## src/rtl/uart_trx_param.sv

```systemverilog
// Single-clock full-duplex UART with built-in baud divider, 1/2 stop bits and 3-sample RX voting.
// Define UART_LOOPBACK_EN to add the LOOPBACK port (TX stream fed to RX, TX_OUT pin held high).
module uart_trx_param #(
  parameter int unsigned DATA_WIDTH = 8,
  parameter int unsigned DIV_W      = 16,
  parameter int unsigned PRESC_W    = 6
) (
  input  logic                  CLK,
  input  logic                  RST,
`ifdef UART_LOOPBACK_EN
  input  logic                  LOOPBACK,
`endif
  input  logic [DIV_W-1:0]      BAUD_DIV,
  input  logic [PRESC_W-1:0]    PRESCALE,
  input  logic                  PAR_EN,
  input  logic                  PAR_TYP,
  input  logic                  STOP2,
  input  logic [DATA_WIDTH-1:0] TX_P_DATA,
  input  logic                  TX_P_DATA_VALID,
  output logic                  TX_OUT,
  output logic                  busy,
  input  logic                  RX_IN,
  output logic [DATA_WIDTH-1:0] RX_P_DATA,
  output logic                  RX_P_DATA_VALID,
  output logic                  par_error,
  output logic                  stop_error
);

  localparam int unsigned      BIT_W    = $clog2(DATA_WIDTH);
  localparam logic [BIT_W-1:0] LAST_BIT = BIT_W'(DATA_WIDTH - 1);

  typedef enum logic [2:0] {S_IDLE, S_START, S_DATA, S_PARITY, S_STOP1, S_STOP2} state_t;

  state_t                r_tx_state, w_tx_state_n, r_rx_state, w_rx_state_n;
  logic [DIV_W-1:0]      r_tx_div_cnt, w_tx_div_cnt_n, r_tx_div, w_tx_div_n;
  logic [PRESC_W-1:0]    r_tx_tick, w_tx_tick_n, r_tx_presc, w_tx_presc_n;
  logic [BIT_W-1:0]      r_tx_bit, w_tx_bit_n;
  logic [DATA_WIDTH-1:0] r_tx_data, w_tx_data_n;
  logic                  r_tx_pen, w_tx_pen_n, r_tx_ptyp, w_tx_ptyp_n, r_tx_stop2, w_tx_stop2_n;
  logic                  r_tx_out, w_tx_out_n, r_busy, w_busy_n, r_tx_pin;
  logic                  w_tx_tick, w_tx_bit_done, w_loop, w_rx_src;

  logic                  r_sync1, r_sync2, r_sync_prev;
  logic [DIV_W-1:0]      r_rx_div_cnt, w_rx_div_cnt_n, r_rx_div, w_rx_div_n;
  logic [PRESC_W-1:0]    r_rx_tick, w_rx_tick_n, r_rx_presc, w_rx_presc_n, w_mid;
  logic [BIT_W-1:0]      r_rx_bit, w_rx_bit_n;
  logic [DATA_WIDTH-1:0] r_rx_shift, w_rx_shift_n, r_rx_data, w_rx_data_n;
  logic                  r_rx_pen, w_rx_pen_n, r_rx_ptyp, w_rx_ptyp_n, r_rx_stop2, w_rx_stop2_n;
  logic [1:0]            r_votes, w_votes_n;
  logic                  r_perr, w_perr_n, r_serr, w_serr_n;
  logic                  r_rx_valid, w_rx_valid_n, r_par_err, w_par_err_n, r_stop_err, w_stop_err_n;
  logic                  w_rx_tick, w_rx_bit_done, w_s1, w_s2, w_s3, w_vote, w_stop_err, w_rx_done;
  logic [DIV_W-1:0]      w_div_max;

  assign w_div_max = (BAUD_DIV == '0) ? DIV_W'(1) : BAUD_DIV;

`ifdef UART_LOOPBACK_EN
  logic r_loop;
  // Loopback mode only changes between frames
  always_ff @(posedge CLK or negedge RST) begin
    if (!RST) r_loop <= 1'b0;
    else if (r_tx_state == S_IDLE && r_rx_state == S_IDLE) r_loop <= LOOPBACK;
  end
  assign w_loop = r_loop;
`else
  assign w_loop = 1'b0;
`endif

  assign w_tx_tick     = (r_tx_div_cnt == r_tx_div - DIV_W'(1));
  assign w_tx_bit_done = w_tx_tick && (r_tx_tick == r_tx_presc - PRESC_W'(1));

  always_comb begin : tx_next
    w_tx_state_n   = r_tx_state;
    w_tx_div_cnt_n = w_tx_tick ? '0 : r_tx_div_cnt + DIV_W'(1);
    w_tx_tick_n    = r_tx_tick;
    if (w_tx_tick) w_tx_tick_n = w_tx_bit_done ? '0 : r_tx_tick + PRESC_W'(1);
    w_tx_bit_n     = r_tx_bit;
    w_tx_data_n    = r_tx_data;
    w_tx_div_n     = r_tx_div;
    w_tx_presc_n   = r_tx_presc;
    w_tx_pen_n     = r_tx_pen;
    w_tx_ptyp_n    = r_tx_ptyp;
    w_tx_stop2_n   = r_tx_stop2;
    w_tx_out_n     = r_tx_out;
    w_busy_n       = r_busy;
    case (r_tx_state)
      S_IDLE: if (TX_P_DATA_VALID) begin
        w_tx_state_n   = S_START;
        w_tx_data_n    = TX_P_DATA;
        w_tx_pen_n     = PAR_EN;
        w_tx_ptyp_n    = PAR_TYP;
        w_tx_stop2_n   = STOP2;
        w_tx_div_n     = w_div_max;
        w_tx_presc_n   = PRESCALE;
        w_tx_div_cnt_n = '0;
        w_tx_tick_n    = '0;
        w_tx_bit_n     = '0;
        w_tx_out_n     = 1'b0;
        w_busy_n       = 1'b1;
      end
      S_START: if (w_tx_bit_done) begin
        w_tx_state_n = S_DATA;
        w_tx_out_n   = r_tx_data[0];
      end
      S_DATA: if (w_tx_bit_done) begin
        if (r_tx_bit == LAST_BIT) begin
          w_tx_state_n = r_tx_pen ? S_PARITY : S_STOP1;
          w_tx_out_n   = r_tx_pen ? ((^r_tx_data) ^ r_tx_ptyp) : 1'b1;
        end else begin
          w_tx_bit_n = r_tx_bit + BIT_W'(1);
          w_tx_out_n = r_tx_data[r_tx_bit + BIT_W'(1)];
        end
      end
      S_PARITY: if (w_tx_bit_done) begin
        w_tx_state_n = S_STOP1;
        w_tx_out_n   = 1'b1;
      end
      S_STOP1: if (w_tx_bit_done) begin
        w_tx_state_n = r_tx_stop2 ? S_STOP2 : S_IDLE;
        w_busy_n     = r_tx_stop2;
      end
      S_STOP2: if (w_tx_bit_done) begin
        w_tx_state_n = S_IDLE;
        w_busy_n     = 1'b0;
      end
      default: w_tx_state_n = S_IDLE;
    endcase
  end

  always_ff @(posedge CLK or negedge RST) begin
    if (!RST) begin
      r_tx_state <= S_IDLE;   r_tx_div_cnt <= '0;         r_tx_tick <= '0;
      r_tx_div   <= DIV_W'(1); r_tx_presc  <= PRESC_W'(8); r_tx_bit  <= '0;
      r_tx_data  <= '0;       r_tx_pen     <= 1'b0;       r_tx_ptyp <= 1'b0;
      r_tx_stop2 <= 1'b0;     r_tx_out     <= 1'b1;       r_busy    <= 1'b0;
      r_tx_pin   <= 1'b1;
    end else begin
      r_tx_state <= w_tx_state_n; r_tx_div_cnt <= w_tx_div_cnt_n; r_tx_tick <= w_tx_tick_n;
      r_tx_div   <= w_tx_div_n;   r_tx_presc   <= w_tx_presc_n;   r_tx_bit  <= w_tx_bit_n;
      r_tx_data  <= w_tx_data_n;  r_tx_pen     <= w_tx_pen_n;     r_tx_ptyp <= w_tx_ptyp_n;
      r_tx_stop2 <= w_tx_stop2_n; r_tx_out     <= w_tx_out_n;     r_busy    <= w_busy_n;
      r_tx_pin   <= w_tx_out_n | w_loop;
    end
  end

  assign TX_OUT = r_tx_pin;
  assign busy   = r_busy;

  // Two-flop synchroniser plus a delayed copy for falling-edge detection
  assign w_rx_src = w_loop ? r_tx_out : RX_IN;
  always_ff @(posedge CLK or negedge RST) begin
    if (!RST) begin
      r_sync1 <= 1'b1; r_sync2 <= 1'b1; r_sync_prev <= 1'b1;
    end else begin
      r_sync1 <= w_rx_src; r_sync2 <= r_sync1; r_sync_prev <= r_sync2;
    end
  end

  assign w_rx_tick     = (r_rx_div_cnt == r_rx_div - DIV_W'(1));
  assign w_rx_bit_done = w_rx_tick && (r_rx_tick == r_rx_presc - PRESC_W'(1));
  assign w_mid         = r_rx_presc >> 1;
  assign w_s1          = w_rx_tick && (r_rx_tick == w_mid - PRESC_W'(1));
  assign w_s2          = w_rx_tick && (r_rx_tick == w_mid);
  assign w_s3          = w_rx_tick && (r_rx_tick == w_mid + PRESC_W'(1));
  assign w_vote        = (r_votes[0] & r_votes[1]) | (r_votes[0] & r_sync2) | (r_votes[1] & r_sync2);
  assign w_stop_err    = r_serr | ~w_vote;

  always_comb begin : rx_next
    w_rx_state_n   = r_rx_state;
    w_rx_div_cnt_n = w_rx_tick ? '0 : r_rx_div_cnt + DIV_W'(1);
    w_rx_tick_n    = r_rx_tick;
    if (w_rx_tick) w_rx_tick_n = w_rx_bit_done ? '0 : r_rx_tick + PRESC_W'(1);
    w_rx_bit_n     = r_rx_bit;
    w_rx_shift_n   = r_rx_shift;
    w_rx_div_n     = r_rx_div;
    w_rx_presc_n   = r_rx_presc;
    w_rx_pen_n     = r_rx_pen;
    w_rx_ptyp_n    = r_rx_ptyp;
    w_rx_stop2_n   = r_rx_stop2;
    w_votes_n      = r_votes;
    w_perr_n       = r_perr;
    w_serr_n       = r_serr;
    w_rx_data_n    = r_rx_data;
    w_rx_valid_n   = 1'b0;
    w_par_err_n    = 1'b0;
    w_stop_err_n   = 1'b0;
    w_rx_done      = 1'b0;
    if (w_s1) w_votes_n[0] = r_sync2;
    if (w_s2) w_votes_n[1] = r_sync2;
    case (r_rx_state)
      S_IDLE: if (r_sync_prev && !r_sync2) begin
        w_rx_state_n   = S_START;
        w_rx_pen_n     = PAR_EN;
        w_rx_ptyp_n    = PAR_TYP;
        w_rx_stop2_n   = STOP2;
        w_rx_div_n     = w_div_max;
        w_rx_presc_n   = PRESCALE;
        w_rx_div_cnt_n = '0;
        w_rx_tick_n    = '0;
        w_rx_bit_n     = '0;
        w_perr_n       = 1'b0;
        w_serr_n       = 1'b0;
      end
      S_START: begin
        if (w_s3 && w_vote) w_rx_state_n = S_IDLE;
        else if (w_rx_bit_done) w_rx_state_n = S_DATA;
      end
      S_DATA: begin
        if (w_s3) w_rx_shift_n = {w_vote, r_rx_shift[DATA_WIDTH-1:1]};
        if (w_rx_bit_done) begin
          if (r_rx_bit == LAST_BIT) w_rx_state_n = r_rx_pen ? S_PARITY : S_STOP1;
          else w_rx_bit_n = r_rx_bit + BIT_W'(1);
        end
      end
      S_PARITY: begin
        if (w_s3) w_perr_n = w_vote ^ (^r_rx_shift) ^ r_rx_ptyp;
        if (w_rx_bit_done) w_rx_state_n = S_STOP1;
      end
      S_STOP1: begin
        if (w_s3) begin
          w_serr_n  = w_stop_err;
          w_rx_done = !r_rx_stop2;
        end
        if (w_rx_bit_done && r_rx_stop2) w_rx_state_n = S_STOP2;
      end
      S_STOP2: if (w_s3) w_rx_done = 1'b1;
      default: w_rx_state_n = S_IDLE;
    endcase
    // Leave at the last stop sample so half a bit remains to catch the next start edge
    if (w_rx_done) begin
      w_rx_state_n = S_IDLE;
      if (!r_perr && !w_stop_err) begin
        w_rx_data_n  = r_rx_shift;
        w_rx_valid_n = 1'b1;
      end else begin
        w_par_err_n  = r_perr;
        w_stop_err_n = w_stop_err;
      end
    end
  end

  always_ff @(posedge CLK or negedge RST) begin
    if (!RST) begin
      r_rx_state <= S_IDLE;    r_rx_div_cnt <= '0;         r_rx_tick  <= '0;
      r_rx_div   <= DIV_W'(1); r_rx_presc   <= PRESC_W'(8); r_rx_bit   <= '0;
      r_rx_shift <= '0;        r_rx_pen     <= 1'b0;       r_rx_ptyp  <= 1'b0;
      r_rx_stop2 <= 1'b0;      r_votes      <= 2'b11;      r_perr     <= 1'b0;
      r_serr     <= 1'b0;      r_rx_data    <= '0;         r_rx_valid <= 1'b0;
      r_par_err  <= 1'b0;      r_stop_err   <= 1'b0;
    end else begin
      r_rx_state <= w_rx_state_n; r_rx_div_cnt <= w_rx_div_cnt_n; r_rx_tick  <= w_rx_tick_n;
      r_rx_div   <= w_rx_div_n;   r_rx_presc   <= w_rx_presc_n;   r_rx_bit   <= w_rx_bit_n;
      r_rx_shift <= w_rx_shift_n; r_rx_pen     <= w_rx_pen_n;     r_rx_ptyp  <= w_rx_ptyp_n;
      r_rx_stop2 <= w_rx_stop2_n; r_votes      <= w_votes_n;      r_perr     <= w_perr_n;
      r_serr     <= w_serr_n;     r_rx_data    <= w_rx_data_n;    r_rx_valid <= w_rx_valid_n;
      r_par_err  <= w_par_err_n;  r_stop_err   <= w_stop_err_n;
    end
  end

  assign RX_P_DATA       = r_rx_data;
  assign RX_P_DATA_VALID = r_rx_valid;
  assign par_error       = r_par_err;
  assign stop_error      = r_stop_err;

endmodule
```

## config.mk

```make
export PLATFORM = sky130hd
export DESIGN_NAME = uart_trx_param
export DESIGN_NICKNAME = d
export VERILOG_FILES = /design/src/rtl/uart_trx_param.sv
export SDC_FILE = /design/constraint.sdc
export NUM_CORES = 1
export LEC_CHECK = 0
export ABC_AREA = 1
export BUFFER_PORTS_ARGS = -buffer_cell sky130_fd_sc_hd__buf_2
export CAP_MARGIN = 20
export CORE_UTILIZATION = 38
export DETAILED_ROUTE_END_ITERATION = 10
export RECOVER_POWER = 100
export SETUP_SLACK_MARGIN = 0.15
export SYNTH_ARGS = -nofsm -noshare
export SYNTH_HDL_FRONTEND = slang
export SYNTH_SLANG_ARGS = --single-unit
```

## constraint.sdc

```tcl
create_clock -name CLK -period 4.3 [get_ports CLK]
set_input_delay 0.215 -clock CLK [delete_from_list [all_inputs] [get_ports CLK]]
set_output_delay 0.215 -clock CLK [all_outputs]
set_load 0.005 [all_outputs]
```

# Word level (Yosys, flattened, before mapping)
# Cells that the tools add are included.
# totals
wordCells	201
register_bits	142
input_bits	37
output_inout_bits	13
# op_classes
mux	70
bitwise	10
n_addsub	12
eq_ne	39
order_cmp	1
n_reduce_logical	36
# op_table
operator	n
2-to-1 mux 16 bit	7
2-to-1 mux 3 bit	24
2-to-1 mux 6 bit	8
case mux 3 bit (6 select lines)	2
adder 16 x 1 -> 16 bit (second input constant)	2
== test 16 bit	2
subtractor 16 x 1 -> 16 bit (second input constant)	2
inequality test 2 bit (second input constant)	14
== test 6 bit	4
2-to-1 mux 1 bit	21
== test 3 bit (second input constant)	6
logical NOT 16 bit	1
parity 8 bit	2
inequality test 3 bit (second input constant)	5
AND reduction 7 bit	2
adder 6 x 1 -> 6 bit (second input constant)	2
== test 3 x 2 -> 1 bit (second input constant)	4
case mux 3 bit (2 select lines)	2
AND reduction 4 bit	3
subtractor 6 x 1 -> 6 bit (second input constant)	2
logical AND 1 bit	9
AND reduction 2 bit	4
nonzero test 2 bit	4
adder 3 x 1 -> 3 bit (second input constant)	2
other kinds (20)	34

# Depth between registers and ports, before layout
# logic_depth
ltp_word	9
ltp_mapped	18
depth_no_buf	18

# Least setup slack after synthesis
# Ideal clock, no wire load.
# synth_path
path_type	register to register
from	reg r_tx_div[0]
to	reg r_tx_state[2]
path_stages_with_launch	17
path_buffers	0
path_slack_ps	2149
arrival_ps	2034
period_less_slack_ps	2151
setup_ps	117
t_required_ps	4183
path_cell_list	dfstp_2 inv_1 ha_1 inv_1 nand2_1 nand3_1 nand2_1 nor2_1 nand2_1 nor2_1 nand3_1 nor2_2 nand3_2 a21oi_2 nand2_1 nand2_1 nand2_1
# synth_via
elab_chain_cells	5
word_cells_on_any_way	9
cone_classes	1 x add/sub; 6 x eq/ne; 2 x reduce/logical
# synth_rtl
item	line_no	source
from (decl)	35	logic [DIV_W-1:0] r_tx_div_cnt, w_tx_div_cnt_n, r_tx_div, w_tx_div_n;
from (signal assigned)	139	r_tx_div <= w_tx_div_n; r_tx_presc <= w_tx_presc_n; r_tx_bit <= w_tx_bit_n;
subtractor 16 x 1 -> 16 bit *	69	assign w_tx_tick = (r_tx_div_cnt == r_tx_div - DIV_W'(1));
== test 16 bit *	69	
logical AND 1 bit *	70	assign w_tx_bit_done = w_tx_tick && (r_tx_tick == r_tx_presc - PRESC_W'(1));
inequality test 2 bit (no source line)	--	
AND reduction 7 bit (no source line) *	--	
to (signal assigned)	138	r_tx_state <= w_tx_state_n; r_tx_div_cnt <= w_tx_div_cnt_n; r_tx_tick <= w_tx_tick_n;
to (decl)	34	state_t r_tx_state, w_tx_state_n, r_rx_state, w_rx_state_n;
# Mark *: on every way between the ends. The rest lies on a longest branch, timed or not.
# A chain may end at the register's enable or synchronous reset.

# Worst setup path after layout
# layout_path
from	reg r_rx_div[0]
to	reg r_rx_bit[1]
# layout_via
elab_chain_cells	5
# layout_rtl
item	line_no	source
from (decl)	44	logic [DIV_W-1:0] r_rx_div_cnt, w_rx_div_cnt_n, r_rx_div, w_rx_div_n;
from (signal assigned)	252	r_rx_div <= w_rx_div_n; r_rx_presc <= w_rx_presc_n; r_rx_bit <= w_rx_bit_n;
subtractor 16 x 1 -> 16 bit	159	assign w_rx_tick = (r_rx_div_cnt == r_rx_div - DIV_W'(1));
== test 16 bit	159	
logical AND 1 bit	160	assign w_rx_bit_done = w_rx_tick && (r_rx_tick == r_rx_presc - PRESC_W'(1));
inequality test 2 bit (no source line)	--	
AND reduction 4 bit (no source line)	--	
to (signal assigned)	252	
to (decl)	46	logic [BIT_W-1:0] r_rx_bit, w_rx_bit_n;
# Every way passes these cells.

==> results.md <==
* Status: finished with violations
* Failing checks: hold timing, capacitance limit, slew limit
* Hold slack at -0.000847 ns
* Max Freq at roughly 310 MHz
* Clk_lat worst skew at between 0.4 and 0.5 ns
* Clock slew at reported path FFs at 0.06 ns
* N_diodes at 0
* CTS tree: yes
* Vias in the first global route at 7443
* Switching share of power at 0.440
* Post-synthesis sequential area ratio at 0.395
* Max cap viols at 1
* Async SR Flop Fraction at 1.00
* Worst Path Max Fanout at 8
* Hold path startpoint: TX_P_DATA[6]
* Die footprint at 24400 sq um
* Reg2reg setup slack at 1.09 ns
* Synth-to-layout area growth at 12.5%
* Kind of end point of the critical path: register
* Worst r2r dst: r_rx_bit[1]
* Post-synth EDFFs at 0
* Min-Delay Path Class: in2reg
* FP Rows at 56
* YS warnings at 0
* Worst VDD drop at ~270 uV
* Detailed Place HPWL at 15.4 mm
* PD cells at ~640 nW/um^2
* Core Footprint at 23400 sq um
* Crit start category: register
* Syn avg cell area at approximately 7.4 sq um
* Final Hold Violating Endpoints at 1
* Layout cells sized above 1 at 0.110
* CTS buffer count at 17
* RSZ-0062 raised after global routing: false
* CTS H-tree depth at 4
* Total negative setup slack at 0 ns
* Chip height at roughly 160 microns
* Distinct cells, synth at ~50
* Sequential Power Share at 0.330
* Most common cell after layout, fill and taps aside: nand2_1
* P_int at 0.00365 W
* WS Path Type: reg2reg
* Clock sinks at approximately 140
* I/O Pins at 50
* Syn_nets at about 1300
* WL per Instance at around 13 microns
* Clock power share at 0.233
* Vias at roughly 7600
* Static leakage at 5.02 nW
* Largest net degree at the start of global routing at between 70 and 80
* Clk_skew at approximately 0.011 ns
* Final setup viols at 0
* First DRT Iteration DRCs at ~490
* Pre-antenna DRT Iters at 5
* First-pass GRT wire length at ~36 mm
* R2R depth at 16
* Crit path top cell by count: nand2_1
* Initial antenna violation count at 0
* Initial core utilization at 0.386
* Post-layout minimum cycle time at approximately 3.2 ns
* Layout filler cell count at 2475
* Mapped Cells at between 1000 and 1500
* Post-DP Area at around 9600 sq um
* Count of input and output buffers at 49
* Worst reg2reg path startpoint: r_rx_div[0]
* Post-synthesis cell area at around 9000 sq um
* CP required at between 4 and 5 ns
* Slew Viols, Final at 75
* Routability-driven placement congestion ratio at between 0.9 and 1
* DRC viols at 0
* Most frequent cells in the layout: 373 x nand2_1, 143 x inv_1, 141 x nor2_1
* Logic pwr share at 0.438
* Worst path arrival time at ~3.5 ns
* Final period util at 0.747
* Finished layout cell area at 10200 sq um
* Final Routed Wirelength at ~21 mm
* Seq cells post-synth at about 140
* Psw at roughly 0.0029 W
* CTS root buf: clkbuf_16
* Routed Antenna Nets at 0
* Worst-margin pin slew at 1.86 ns
* Most used DFF post-synth: dfrtp_1
* CP max stage delay at about 0.6 ns
* Die width at 156 microns
* Hold Path Sink: r_tx_data[6]
* Cells along the critical path: inv_1 > ha_1 > nand2_1 > nor2_1 > nand2_1 > nand2_1 > nand3_1 > nand3_1 > nor2_1 > nand2_2 > nor2_1 > nand2_1 > nand2_1 > o21ai_0 > nand2_1 > o21ai_0
* GRT Resource Usage Total at 0.183
* Final Net Count at roughly 1300
* Slowest cell on crit path: nor2_1
* Min-Delay Path Depth at 3
* Max clock buf depth at 2
* Drt via density at between 4 and 5
* Relative slew slack at -0.240
* Gr ovfl total at 0
* PostCTS Resize Cnt at 0
## worst max-delay path: cells and delay by family, from the launching register on
| family | cells | cell delay, ns |
|---|---|---|
| compound gates | 2 | 0.30 |
| fa+ha+maj | 1 | 0.26 |
| flops | 1 | 0.57 |
| simple gates | 12 | 1.78 |
| buf+inv | 1 | 0.12 |
## metrics by stage
stage / util / setup slack (ns) / cells / hold slack [ns] / total power [W]
6_report: 0.434 / 1.09 / 1620 / -0.000847 / 0.00652
3_3_place_gp: 0.411 / 1.69 / 1580 / 0.279 / 0.00502
2_1_floorplan: - / 2.15 / 1229 / -0.0806 / 0.00442
4_1_cts: 0.440 / 1.64 / 1620 / 0.000246 / 0.00662
5_1_grt: 0.434 / 0.665 / 1620 / 0.00124 / 0.00713
3_5_place_dp: 0.411 / 1.65 / 1580 / 0.279 / 0.00506
## power groups by stage
stage          Clock (W)  Sequential, W  Combinational (W)
5_1_grt          0.00161        0.00222            0.00330
4_1_cts          0.00155        0.00215            0.00292
3_3_place_gp           0        0.00216            0.00285
2_1_floorplan          0        0.00202            0.00240
6_report         0.00152        0.00215            0.00286
3_5_place_dp           0        0.00216            0.00290
## cells in the mapped netlist (4+ instances only)
cell type | instances | share of area
xnor2_1 | 33 | 0.032
clkbuf_1 | 10 | 0.0042
nor2_4 | 8 | 0.010
nor3_1 | 10 | 0.0055
dfstp_2 | 10 | 0.029
nand3b_1 | 13 | 0.011
nor2_2 | 14 | 0.0097
ha_1 | 15 | 0.021
or2_2 | 5 | 0.0035
nand4_1 | 16 | 0.011
nand2_1 | 366 | 0.15
nand3_1 | 79 | 0.044
a21oi_1 | 15 | 0.0083
xor2_1 | 55 | 0.053
o21ai_1 | 10 | 0.0055
o21ai_2 | 10 | 0.0097
nor4_1 | 8 | 0.0055
dfrtp_1 | 132 | 0.37
buf_2 | 6 | 0.0033
nand3_2 | 6 | 0.0066
a22oi_1 | 4 | 0.0033
nand2_2 | 15 | 0.010
o21ai_0 | 61 | 0.034
inv_1 | 140 | 0.058
nor2_1 | 137 | 0.057
inv_2 | 11 | 0.0046
nor3_2 | 4 | 0.0044
## flip-flops by register name, summed over array words and instances (netlist names), 6 cells and up
name,cells
RX_P_DATA,8
r_rx_div,16
r_rx_div_cnt,16
r_rx_presc,6
r_rx_shift,8
r_rx_tick,6
r_tx_data,8
r_tx_div,16
r_tx_div_cnt,16
r_tx_presc,6
r_tx_tick,6
## layer usage
layer / vias up / global-route usage / share of wire
li1: 4000 / - / -
met1: 3481 / 0.245 / 0.50
met2: 113 / 0.296 / 0.45
met3: 29 / 0.0322 / 0.030
met4: 0 / 0.0658 / 0.019
met5: - / 0 / 0
## logic make-up (layout without fill, tap and decap cells)
family | Yosys count | count (layout) | share of synthesized area
adders and majority gates | 15 | 15 | 0.0208
AOI/OAI and AO/OA | 116 | 116 | 0.0752
and+or+nand+nor | 695 | 695 | 0.349
xor gates and xnor gates | 88 | 88 | 0.0853
buffers and inverters | 173 | 245 | 0.0753
DFF | 142 | 142 | 0.395
## worst max path at each step
stage	start	to	slack, ns	depth (start not counted)
floorplan	r_tx_div[0]	r_tx_state[2]	2.15	16
global placement	r_rx_state[0]	r_rx_div_cnt[4]	1.69	9
detailed placement	r_rx_state[0]	r_rx_div_cnt[4]	1.65	9
CTS	r_rx_state[0]	r_rx_div_cnt[13]	1.64	9
global route	r_rx_div[0]	r_rx_bit[1]	0.67	16
finish	r_rx_div[0]	r_rx_bit[1]	1.09	16
## final cells by class
type / count / area [sq um] / share of cell area
Clock inverter: 13 / 153 / 0.0150
Sequential cell: 142 / 3570 / 0.351
Inverter: 152 / 571 / 0.0561
Timing Repair Buffer: 61 / 347 / 0.0341
Clock buffer: 19 / 443 / 0.0436
Multi-Input combinational cell: 914 / 4690 / 0.461
Tap cell: 319 / 399 / 0.0393
## what timing repair did
action                    in CTS  in global routing
setup buffers                  0                  0
hold buffers                   8                  0
hold endpoints to repair      73                  0
(Power assumes the default switching activity.)
